--- src/rtl/radar_sync_pkg.sv ---
`default_nettype none
// ============================================================================
// Module   : radar_sync_pkg
// Brief    : Shared state encoding for the radar sync controller.
// Revision : 1.0 - initial release
// ============================================================================
package radar_sync_pkg;

    localparam int unsigned C_STATE_W = 3;

    typedef enum logic [C_STATE_W-1:0] {
        ST_IDLE        = 3'd0,
        ST_WAIT_ARP    = 3'd1,
        ST_CALIBRATING = 3'd2,
        ST_LOCKED      = 3'd3,
        ST_FAULT       = 3'd4
    } sync_state_e;

endpackage
`default_nettype wire

--- src/rtl/arp_watchdog.sv ---
`default_nettype none
// ============================================================================
// Module   : arp_watchdog
// Brief    : Microsecond timer since last ARP pulse, saturating, with timeout.
// Revision : 1.0 - initial release
// ============================================================================
module arp_watchdog #(
    parameter int unsigned TIMEOUT_US = 20000000
) (
    input  logic clk,
    input  logic rst,
    input  logic i_active,
    input  logic i_clear,
    input  logic i_arp_pulse,
    input  logic i_us_tick,
    output logic o_timeout
);
    localparam int unsigned     C_TW    = $clog2(TIMEOUT_US + 1);
    localparam logic [C_TW-1:0] C_LIMIT = C_TW'(TIMEOUT_US);

    logic [C_TW-1:0] timer_q, timer_d;

    // An ARP restarts the count; a coincident tick is the first microsecond
    // of the new revolution.
    always_comb begin
        timer_d = timer_q;
        if (i_clear) begin
            timer_d = '0;
        end else if (i_active) begin
            if (i_arp_pulse) begin
                timer_d = i_us_tick ? C_TW'(1) : '0;
            end else if (i_us_tick && (timer_q != C_LIMIT)) begin
                timer_d = timer_q + 1'b1;
            end
        end
    end

    always_ff @(posedge clk) begin
        if (rst) begin
            timer_q <= '0;
        end else begin
            timer_q <= timer_d;
        end
    end

    assign o_timeout = i_active && !i_arp_pulse && (timer_q == C_LIMIT);

endmodule
`default_nettype wire

--- src/rtl/radar_sync_controller.sv ---
`default_nettype none
// ============================================================================
// Module   : radar_sync_controller
// Brief    : Calibration/lock sequencer that gates the radar simulator.
// Revision : 1.0 - initial release
// ============================================================================
module radar_sync_controller
    import radar_sync_pkg::*;
#(
    parameter int unsigned DATA_WIDTH     = 32,
    parameter int unsigned LOCK_REVS      = 3,
    parameter int unsigned MAX_CAL_REVS   = 16,
    parameter int unsigned ARP_TIMEOUT_US = 20000000,
    parameter int unsigned ACP_MIN        = 256,
    parameter int unsigned ACP_MAX        = 8192,
    parameter int unsigned TRIG_MIN       = 1,
    parameter int unsigned ARP_TOL_US     = 1000
) (
    input  logic                  SYS_CLK,
    input  logic                  RST,
    input  logic                  ENABLE,
    input  logic                  ARP_PULSE,
    input  logic                  US_TICK,
    input  logic                  CALIBRATED,
    input  logic [DATA_WIDTH-1:0] ARP_US,
    input  logic [DATA_WIDTH-1:0] ACP_CNT,
    input  logic [DATA_WIDTH-1:0] TRIG_CNT,
    output logic [C_STATE_W-1:0]  STATE,
    output logic                  READY,
    output logic                  SIM_EN,
    output logic                  ERR_TIMEOUT,
    output logic                  ERR_UNSTABLE,
    output logic                  LOST_LOCK,
    output logic [15:0]           LOSS_CNT,
    output logic [DATA_WIDTH-1:0] LOCK_ARP_US,
    output logic [DATA_WIDTH-1:0] LOCK_ACP_CNT,
    output logic [DATA_WIDTH-1:0] LOCK_TRIG_CNT
);
    localparam int unsigned C_GW  = $clog2(LOCK_REVS + 1);
    localparam int unsigned C_CW  = $clog2(MAX_CAL_REVS + 1);
    localparam int unsigned C_DW1 = DATA_WIDTH + 1;

    sync_state_e           state_q, state_d;
    logic [C_GW-1:0]       good_cnt_q, good_cnt_d, w_good_inc;
    logic [C_CW-1:0]       cal_cnt_q, cal_cnt_d, w_cal_inc;
    logic                  eval_q, eval_d;
    logic                  ready_q, ready_d, sim_en_q, sim_en_d;
    logic                  err_timeout_q, err_timeout_d, err_unstable_q, err_unstable_d;
    logic                  lost_lock_q, lost_lock_d;
    logic [15:0]           loss_cnt_q, loss_cnt_d;
    logic [DATA_WIDTH-1:0] lock_arp_q, lock_arp_d, lock_acp_q, lock_acp_d, lock_trig_q, lock_trig_d;
    logic                  w_active, w_clear, w_timeout, w_good, w_lock_bad;
    logic                  w_track_q, w_track_d;
    logic [DATA_WIDTH:0]   w_arp_diff;

    assign w_active = (state_q == ST_WAIT_ARP) || (state_q == ST_CALIBRATING) || (state_q == ST_LOCKED);
    assign w_clear  = (state_q == ST_IDLE);

    arp_watchdog #(
        .TIMEOUT_US (ARP_TIMEOUT_US)
    ) u_arp_watchdog (
        .clk         (SYS_CLK),
        .rst         (RST),
        .i_active    (w_active),
        .i_clear     (w_clear),
        .i_arp_pulse (ARP_PULSE),
        .i_us_tick   (US_TICK),
        .o_timeout   (w_timeout)
    );

    assign w_good = CALIBRATED
                 && (ACP_CNT >= DATA_WIDTH'(ACP_MIN))
                 && (ACP_CNT <= DATA_WIDTH'(ACP_MAX))
                 && (TRIG_CNT >= DATA_WIDTH'(TRIG_MIN));

    assign w_arp_diff = (ARP_US >= lock_arp_q) ? ({1'b0, ARP_US} - {1'b0, lock_arp_q})
                                               : ({1'b0, lock_arp_q} - {1'b0, ARP_US});
    assign w_lock_bad = (w_arp_diff > C_DW1'(ARP_TOL_US)) || (ACP_CNT != lock_acp_q) || !CALIBRATED;

    assign w_good_inc = good_cnt_q + 1'b1;
    assign w_cal_inc  = cal_cnt_q + 1'b1;

    always_comb begin
        state_d        = state_q;
        good_cnt_d     = good_cnt_q;
        cal_cnt_d      = cal_cnt_q;
        err_timeout_d  = err_timeout_q;
        err_unstable_d = err_unstable_q;
        lost_lock_d    = 1'b0;
        loss_cnt_d     = loss_cnt_q;
        lock_arp_d     = lock_arp_q;
        lock_acp_d     = lock_acp_q;
        lock_trig_d    = lock_trig_q;

        if (!ENABLE) begin
            state_d        = ST_IDLE;
            good_cnt_d     = '0;
            cal_cnt_d      = '0;
            err_timeout_d  = 1'b0;
            err_unstable_d = 1'b0;
            lock_arp_d     = '0;
            lock_acp_d     = '0;
            lock_trig_d    = '0;
        end else if (w_timeout) begin
            state_d       = ST_FAULT;
            err_timeout_d = 1'b1;
        end else begin
            case (state_q)
                ST_IDLE: state_d = ST_WAIT_ARP;
                ST_WAIT_ARP: begin
                    if (ARP_PULSE) begin
                        state_d    = ST_CALIBRATING;
                        good_cnt_d = '0;
                        cal_cnt_d  = '0;
                    end
                end
                ST_CALIBRATING: begin
                    if (eval_q) begin
                        cal_cnt_d  = w_cal_inc;
                        good_cnt_d = w_good ? w_good_inc : '0;
                        // Lock wins over the unstable fault on the same revolution.
                        if (w_good && (w_good_inc == C_GW'(LOCK_REVS))) begin
                            state_d     = ST_LOCKED;
                            lock_arp_d  = ARP_US;
                            lock_acp_d  = ACP_CNT;
                            lock_trig_d = TRIG_CNT;
                        end else if (w_cal_inc == C_CW'(MAX_CAL_REVS)) begin
                            state_d        = ST_FAULT;
                            err_unstable_d = 1'b1;
                        end
                    end
                end
                ST_LOCKED: begin
                    if (eval_q && w_lock_bad) begin
                        state_d     = ST_CALIBRATING;
                        lost_lock_d = 1'b1;
                        good_cnt_d  = '0;
                        cal_cnt_d   = '0;
                        if (loss_cnt_q != 16'hFFFF) begin
                            loss_cnt_d = loss_cnt_q + 16'd1;
                        end
                    end
                end
                ST_FAULT: state_d = ST_FAULT;
                default:  state_d = ST_IDLE;
            endcase
        end
    end

    // The eval strobe follows ARP by one cycle so statistics can settle; it is
    // dropped if the state machine is leaving the tracking states.
    assign w_track_q = (state_q == ST_CALIBRATING) || (state_q == ST_LOCKED);
    assign w_track_d = (state_d == ST_CALIBRATING) || (state_d == ST_LOCKED);
    assign eval_d    = ARP_PULSE && w_track_q && w_track_d;
    assign ready_d   = (state_d == ST_LOCKED);
    assign sim_en_d  = (state_d == ST_LOCKED);

    always_ff @(posedge SYS_CLK) begin
        if (RST) begin
            state_q        <= ST_IDLE;
            good_cnt_q     <= '0;
            cal_cnt_q      <= '0;
            eval_q         <= 1'b0;
            ready_q        <= 1'b0;
            sim_en_q       <= 1'b0;
            err_timeout_q  <= 1'b0;
            err_unstable_q <= 1'b0;
            lost_lock_q    <= 1'b0;
            loss_cnt_q     <= '0;
            lock_arp_q     <= '0;
            lock_acp_q     <= '0;
            lock_trig_q    <= '0;
        end else begin
            state_q        <= state_d;
            good_cnt_q     <= good_cnt_d;
            cal_cnt_q      <= cal_cnt_d;
            eval_q         <= eval_d;
            ready_q        <= ready_d;
            sim_en_q       <= sim_en_d;
            err_timeout_q  <= err_timeout_d;
            err_unstable_q <= err_unstable_d;
            lost_lock_q    <= lost_lock_d;
            loss_cnt_q     <= loss_cnt_d;
            lock_arp_q     <= lock_arp_d;
            lock_acp_q     <= lock_acp_d;
            lock_trig_q    <= lock_trig_d;
        end
    end

    assign STATE         = state_q;
    assign READY         = ready_q;
    assign SIM_EN        = sim_en_q;
    assign ERR_TIMEOUT   = err_timeout_q;
    assign ERR_UNSTABLE  = err_unstable_q;
    assign LOST_LOCK     = lost_lock_q;
    assign LOSS_CNT      = loss_cnt_q;
    assign LOCK_ARP_US   = lock_arp_q;
    assign LOCK_ACP_CNT  = lock_acp_q;
    assign LOCK_TRIG_CNT = lock_trig_q;

endmodule
`default_nettype wire

--- config.mk ---
export PLATFORM = sky130hd
export DESIGN_NAME = radar_sync_controller
export DESIGN_NICKNAME = d
export VERILOG_FILES = /design/src/rtl/radar_sync_pkg.sv /design/src/rtl/arp_watchdog.sv /design/src/rtl/radar_sync_controller.sv
export SDC_FILE = /design/constraint.sdc
export NUM_CORES = 1
export LEC_CHECK = 0
export ABC_AREA = 1
export BUFFER_PORTS_ARGS = -buffer_cell sky130_fd_sc_hd__buf_2
export CELL_PAD_IN_SITES_DETAIL_PLACEMENT = 0
export CELL_PAD_IN_SITES_GLOBAL_PLACEMENT = 1
export CORE_UTILIZATION = 35
export CTS_CLUSTER_DIAMETER = 60
export CTS_CLUSTER_SIZE = 20
export DETAILED_ROUTE_END_ITERATION = 6
export PLACE_DENSITY = 0.76
export SYNTH_ARGS = -nofsm -noshare
export SYNTH_HDL_FRONTEND = slang
export SYNTH_SLANG_ARGS = --single-unit
--- constraint.sdc ---
create_clock -name SYS_CLK -period 3.1 [get_ports SYS_CLK]
set_input_delay 0.62 -clock SYS_CLK [delete_from_list [all_inputs] [get_ports SYS_CLK]]
set_output_delay 0.62 -clock SYS_CLK [all_outputs]
set_load 0.01 [all_outputs]
# [Yosys cells after proc, flatten, opt, wreduce, memory -nomap -nowiden]
# Cells that the tools add are included.
[totals] elab_cells=94 in_bits=102 output_inout_bits=120 register_bits=152
[classes] n_lt_le_gt_ge=5 eq_ne=15 n_mux=22 n_reduce_logical=29 n_bitwise=4 addsub=6
[ops] operator="32-bit by 32-bit subtractor with 33-bit output" n=2
[ops] operator="25-bit two-way mux" n=2
[ops] operator="33-bit by 10-bit greater-than comparator with 1-bit output (second input constant)" n=1
[ops] operator="33-bit two-way mux" n=1
[ops] operator="32-bit by 1-bit >= comparator with 1-bit output (second input constant)" n=1
[ops] operator="32-bit >= comparator" n=1
[ops] operator="32-bit by 9-bit >= comparator with 1-bit output (second input constant)" n=1
[ops] operator="32-bit by 14-bit <= comparator with 1-bit output (second input constant)" n=1
[ops] operator="32-bit inequality test" n=1
[ops] operator="25-bit by 1-bit adder with 25-bit output (second input constant)" n=1
[ops] operator="25-bit equality test (second input constant)" n=1
[ops] operator="25-bit inequality test (second input constant)" n=1
[ops] operator="3-bit two-way mux" n=7
[ops] operator="16-bit by 1-bit adder with 16-bit output (second input constant)" n=1
[ops] operator="16-bit inequality test (second input constant)" n=1
[ops] operator="5-bit two-way mux" n=3
[ops] operator="3-bit one-hot mux with 5 select lines" n=1
[ops] operator="5-bit one-hot mux with 3 select lines" n=1
[ops] operator="5-bit AND reduction" n=3
[ops] operator="3-bit by 2-bit equality test with 1-bit output (second input constant)" n=4
[ops] operator="1-bit logical AND" n=10
[ops] operator="2-bit two-way mux" n=4
[ops] operator="1-bit logical OR" n=6
[ops] operator="2-bit one-hot mux with 3 select lines" n=1
[ops] operator="other kinds (18)" n=25

# [Depth between registers and ports, before layout]
[depth] ltp_word=13 ltp_mapped=27 ltp_nobuf=25

# [Modules after synthesis]
# From an unflattened synthesis, not the netlist that was laid out.
[unflattened] hier_cells=2179 area_unflattened_um2=12882.4
[modules_own_cells] module="radar_sync_controller" seq_area_each_um2=2542.4 instances=1 cells_per_inst=1843 area_each_um2=10969.3
[modules_own_cells] module="arp_watchdog" seq_area_each_um2=500.5 instances=1 cells_per_inst=336 area_each_um2=1913.1

# [Worst setup path after synthesis]
# Ideal clock, no wire load.
[synth_timing] path_kind="input to register" startpoint="input port ARP_US[0]" endpoint="register cal_cnt_q[0]" stages=24 path_buffers=1 slack_ps=44 arrival_time_ps=2941 t_required_ps=2985 setup_time_ps=115 path_cell_list="inv_1 -> ha_1 -> fa_1 -> inv_1 -> nand3_1 -> nand3_1 -> nand2_1 -> nand2_1 -> nand2_1 -> nand3_1 -> nand2_1 -> nand2_1 -> nand2_1 -> nand2_1 -> nand2_1 -> nor2_1 -> nand2_1 -> nor2_2 -> nand4_4 -> nand2_2 -> nand2_4 -> buf_6 -> a21oi_1 -> nor2_1"
[synth_via] elab_chain_cells=8 word_cells_on_any_way=10 classes_between="add/sub: 2; order compare: 2; eq/ne: 1; mux: 1; reduce/logical: 4"
[synth_lines] item="start, declared" line="radar_sync_controller.sv:25" text="input logic [DATA_WIDTH-1:0] ARP_US,"
[synth_lines] item="32-bit by 32-bit subtractor with 33-bit output, or another cell as far along" line="radar_sync_controller.sv:77" text=": ({1'b0, lock_arp_q} - {1'b0, ARP_US});"
[synth_lines] item="33-bit two-way mux (*)" line="radar_sync_controller.sv:76" text="assign w_arp_diff = (ARP_US >= lock_arp_q) ? ({1'b0, ARP_US} - {1'b0, lock_arp_q})"
[synth_lines] item="33-bit by 10-bit greater-than comparator with 1-bit output (*)" line="radar_sync_controller.sv:78" text="assign w_lock_bad = (w_arp_diff > C_DW1'(ARP_TOL_US)) || (ACP_CNT != lock_acp_q) || !CALIBRATED;"
[synth_lines] item="1-bit logical OR (*) (2 in series)" line="radar_sync_controller.sv:78"
[synth_lines] item="1-bit logical AND (*)" line="radar_sync_controller.sv:134" text="if (eval_q && w_lock_bad) begin"
[synth_lines] item="2-bit by 1-bit inequality test with 1-bit output (no source line) (*)"
[synth_lines] item="5-bit AND reduction (no source line) (*)"
[synth_lines] item="end signal, assigned" line="radar_sync_controller.sv:176" text="cal_cnt_q <= cal_cnt_d;"
[synth_lines] item="end, declared" line="radar_sync_controller.sv:45" text="logic [C_CW-1:0] cal_cnt_q, cal_cnt_d, w_cal_inc;"
# Mark *: on every way between the ends. The rest lies on a longest branch, timed or not.
# A chain may end at the register's enable or synchronous reset.

# [Worst setup path after layout]
[layout_timing] startpoint="register lock_arp_q[14] (netlist: LOCK_ARP_US[14])" endpoint="register good_cnt_q[0]"
[layout_via] elab_chain_cells=8 word_cells_on_any_way=10 classes_between="add/sub: 2; order compare: 2; eq/ne: 1; mux: 1; reduce/logical: 4"
[layout_lines] item="start, declared" line="radar_sync_controller.sv:51" text="logic [DATA_WIDTH-1:0] lock_arp_q, lock_arp_d, lock_acp_q, lock_acp_d, lock_trig_q, lock_trig_d;"
[layout_lines] item="start signal, assigned" line="radar_sync_controller.sv:184" text="lock_arp_q <= lock_arp_d;"
[layout_lines] item="32-bit by 32-bit subtractor with 33-bit output, or another cell as far along" line="radar_sync_controller.sv:77"
[layout_lines] item="33-bit two-way mux (*)" line="radar_sync_controller.sv:76"
[layout_lines] item="33-bit by 10-bit greater-than comparator with 1-bit output (*)" line="radar_sync_controller.sv:78"
[layout_lines] item="1-bit logical OR (*) (2 in series)" line="radar_sync_controller.sv:78"
[layout_lines] item="1-bit logical AND (*)" line="radar_sync_controller.sv:134"
[layout_lines] item="2-bit by 1-bit inequality test with 1-bit output (no source line) (*)"
[layout_lines] item="5-bit AND reduction (no source line) (*)"
[layout_lines] item="end signal, assigned" line="radar_sync_controller.sv:175" text="good_cnt_q <= good_cnt_d;"
[layout_lines] item="end, declared" line="radar_sync_controller.sv:44" text="logic [C_GW-1:0] good_cnt_q, good_cnt_d, w_good_inc;"
# Marks and branches as above.

==> results.cfg <==
[worst_hold_path]
min_to = LOCK_TRIG_CNT[25]
hold_class = in2reg
worstHoldStart = TRIG_CNT[25]
hold_path_depth = 3

[sta]
slew_headroom_pct = 40.7
fin_crit_ns = 3.00
setup_viol = 0
rsz0062_at_grt = true
finalHoldViolations = 0
period_share_pct = 96.8
fmax_mhz = 333
tightest_slew_ns = 0.890
fin_worst_skew_ns = 0.0247
slew_viol_final = 0

[global_routing]
overflow = 0
first_global_vias = 13900
grt_max_degree = 69
grt_first_pass_wirelength_um = 70700
antenna_found_initial = 3
grt.total_usage_pct = 25.0

[worst_setup_path]
timing.rr.start = LOCK_ARP_US[14]
crit_top_cell = nor2_4
cp_data_required_time_ns = 3.45
path_class = reg2reg
worst_setup_path_start_kind = flip-flop
crit_arrival_ns = 3.35
crit_fanout = 10
reg2regPathDepth = 21
cpMaxStageDelayCell = dfxtp_4
r2r_end = good_cnt_q[0]
r2r_slack_ns = 0.1
crit_start = LOCK_ARP_US[14]
cp_top_family = simple AND/OR/NAND/NOR gates
setup.worst_path.end_class = flip-flop
critPathMaxStageDelay_ns = 0.37
path_buf_inv = 2
crit_chain = ha_4 -> buf_6 -> nand2_4 -> nor2_4 -> nand3_2 -> nor2_4 -> nor2_4 -> nand2_4 -> nand2_8 -> nand2_8 -> inv_8 -> nand2_1 -> nand3_2 -> nor2_2 -> nand2_2 -> nor2_4 -> nand4_4 -> nand2_4 -> nand2_8 -> a21oi_1 -> nor2_1

[clocking]
cts_made_buffers = 17
clkTransAtPathRegs_ns = 0.09
cts.path.max_buffers = 2
cts_tree = built
clock_sinks = 152
clock_latency_ns = 0.46
cts-root-buf = clkbuf_16
hold_buffers = 0
htreeDepth = 4

[status]
outcome = finished, violations left
violations = DRC

[logic_synthesis]
async_reset_ff_share_pct = 0
synth_edf_count = 0
synth_cells = 2035
ys.flop_type = dfxtp_1
ys_warn_count = 0
ys_seq_area_share_pct = 24.9
yosys_register_bits = 152
synth_cell_types = 53
syn-num-nets = 2208
syn-cell-area_um2 = 12200
avgSynthCellArea_um2 = 6.00

[detailed_routing]
remaining_drc_errors = 4
ant_nets = 0
viasPerCell = 4.88
totalWireLength_um = 45400
via_count = 14400
drt_iter0_markers = 684
avgRoutedWirePerCell_um = 15.4
drtPass1Iterations = 7

[power_and_ir_drop]
max-vdd-ir-drop_mv = 0.396
power_uw = 5070
leakage_uw = 0.00843
p_per_area_nw_per_um2 = 294

[die]
ios = 222
die_width_um = 189
core-area_um2 = 34500
die_area_um2 = 35600
rows = 68
die_h_um = 189
start_util_pct = 35.4

[cells_and_area]
nets = 2650
area_growth_pct = 41.4
stdcell_count = 2945
drive_above_1_share_pct = 30.5
num-fill-cells = 3557
stdcell_area_um2 = 17300
n_antenna_cell = 0

[place]
dp.cells = 2900
portBuffers = 221
gp_congestion = 0.969
dpl-instance-area_um2 = 15600
hpwl_um = 35800

[run]
max-cap-violations = 0
cells in the mapped netlist, drive strengths merged, types with 2 or more instances:
library cell    n  area [um^2]
dfxtp         152         3040
nor3           63          315
nor2          252         1030
nand3b          3         22.5
o22ai           6         37.5
or2             3         18.8
inv           359         1350
o21ai          59          295
o21a            7         52.6
o2111ai         2         17.5
xor2           30          263
a21oi          85          425
a31oi           2         12.5
a22oi           2         15.0
o221a           3         33.8
fa              2         40.0
o21bai          2         15.0
nor3b          12         90.1
nand3         112          578
buf            23          149
nand4          53          362
ha             69          863
nor4           27          169
xnor2          12          105
a211oi         52          390
clkbuf         34          128
nand2         597         2310
clkinv          2         7.51
a21boi          2         15.0
power by group:
part | internal (uW) | switching [uW] | leakage, uW | total, uW
combinational | 428 | 560 | 0.00693 | 988
clock | 1140 | 988 | 0.000261 | 2130
sequential | 1950 | 4.34 | 0.00124 | 1960
total | 3520 | 1550 | 0.00843 | 5070
layer usage:
layer / wire, um / part of all wire, % / GRT usage (%)
met1: 19800 / 44 / 30.3
met2: 22100 / 49 / 43.9
met3: 2290 / 5.0 / 5.23
met4: 1150 / 2.5 / 7.69
met5: 43 / 0.095 / 0
state kept, by name, summed over array words and instances (netlist names), 2 cells and up:
| name | cells |
|---|---|
| STATE | 3 |
| u_arp_watchdog.timer_q | 25 |
| cal_cnt_q | 5 |
| LOCK_ARP_US | 32 |
| LOCK_TRIG_CNT | 32 |
| good_cnt_q | 2 |
| LOSS_CNT | 16 |
| LOCK_ACP_CNT | 32 |
worst reg2reg max path: stages (launching register included):
cell and delay, ns:
dfxtp_4 0.37, ha_4 0.28, buf_6 0.10, nand2_4 0.06
nor2_4 0.20, nand3_2 0.12, nor2_4 0.15, nor2_4 0.05
nand2_4 0.09, nand2_8 0.08, nand2_8 0.13, inv_8 0.06
nand2_1 0.08, nand3_2 0.09, nor2_2 0.12, nand2_2 0.07
nor2_4 0.15, nand4_4 0.19, nand2_4 0.18, nand2_8 0.09
a21oi_1 0.17, nor2_1 0.06
final cells by class:
cell class                 instances  area [um^2]  share of cell area, %
timing repair buffer             477         3160                   18.3
clock inverter                    11          113                  0.652
sequential                       152         3080                   17.9
multi-input combinational       1468         8530                   49.4
inverter                         361         1360                   7.89
clock buffer                      21          450                   2.61
tap                              455          569                   3.30
repair_timing:
| action | in CTS | in global routing |
|---|---|---|
| cloned | 1 | 2 |
| buffers inserted | 0 | 10 |
| endpoints found under the hold margin | 0 | 0 |
| gates resized for setup | 25 | 232 |
| pin swaps | 1 | 55 |
| setup endpoints to repair | 23 | 26 |
cells by family after synthesis:
| kind of cell | share of synthesized area (%) |
|---|---|
| AOI/OAI and AO/OA | 11.0 |
| xor gates and xnor gates | 3.01 |
| adders and majority gates | 7.40 |
| buffers and inverters | 13.4 |
| DFF | 24.9 |
| and+or+nand+nor | 40.3 |
layout by cell type, fill, tap and decap left out, types with 7 or more instances in the layout:
cell       instances
o21a_1             7
inv_1            344
o21ai_0           55
clkbuf_16         17
dfxtp_2           20
dfxtp_1          128
a21oi_2           20
xor2_1            30
nor2_4            19
nand3_1           96
buf_12             9
ha_4              29
nor2_1           209
a211oi_1          52
inv_2             14
nand2_1          517
ha_1              32
nand3_2           13
nand4_1           51
a21oi_1           64
xnor2_1           12
nor2_2            23
nand2_2           66
buf_4            242
nor3_1            60
nand2_4           12
ha_2               8
nor3b_1           12
buf_2            221
nor4_1            27
metrics by stage:
step                hold WS (ns)  setup TNS (ns)  util (%)  setup slack, ns
global route               0.403           -1.76      50.1           -0.151
floorplan                  0.423               0         -           0.0438
global placement           0.439          -14.01      45.2           -0.605
detailed placement         0.447          -12.97      45.2           -0.572
finish                     0.404               0      50.1           0.0991
CTS                        0.369               0      47.1          0.00279
how the worst max path moves through the flow:
stage,slack [ns],to,depth (start not counted)
after floorplan,0.04,cal_cnt_q[0],24
after global placement,-0.61,LOSS_CNT[5],21
after detailed placement,-0.57,LOSS_CNT[5],21
after CTS,0.003,good_cnt_q[0],18
after global routing,-0.15,good_cnt_q[1],25
final,0.1,good_cnt_q[0],21
No activity file was read; power rests on OpenSTA's default activity.
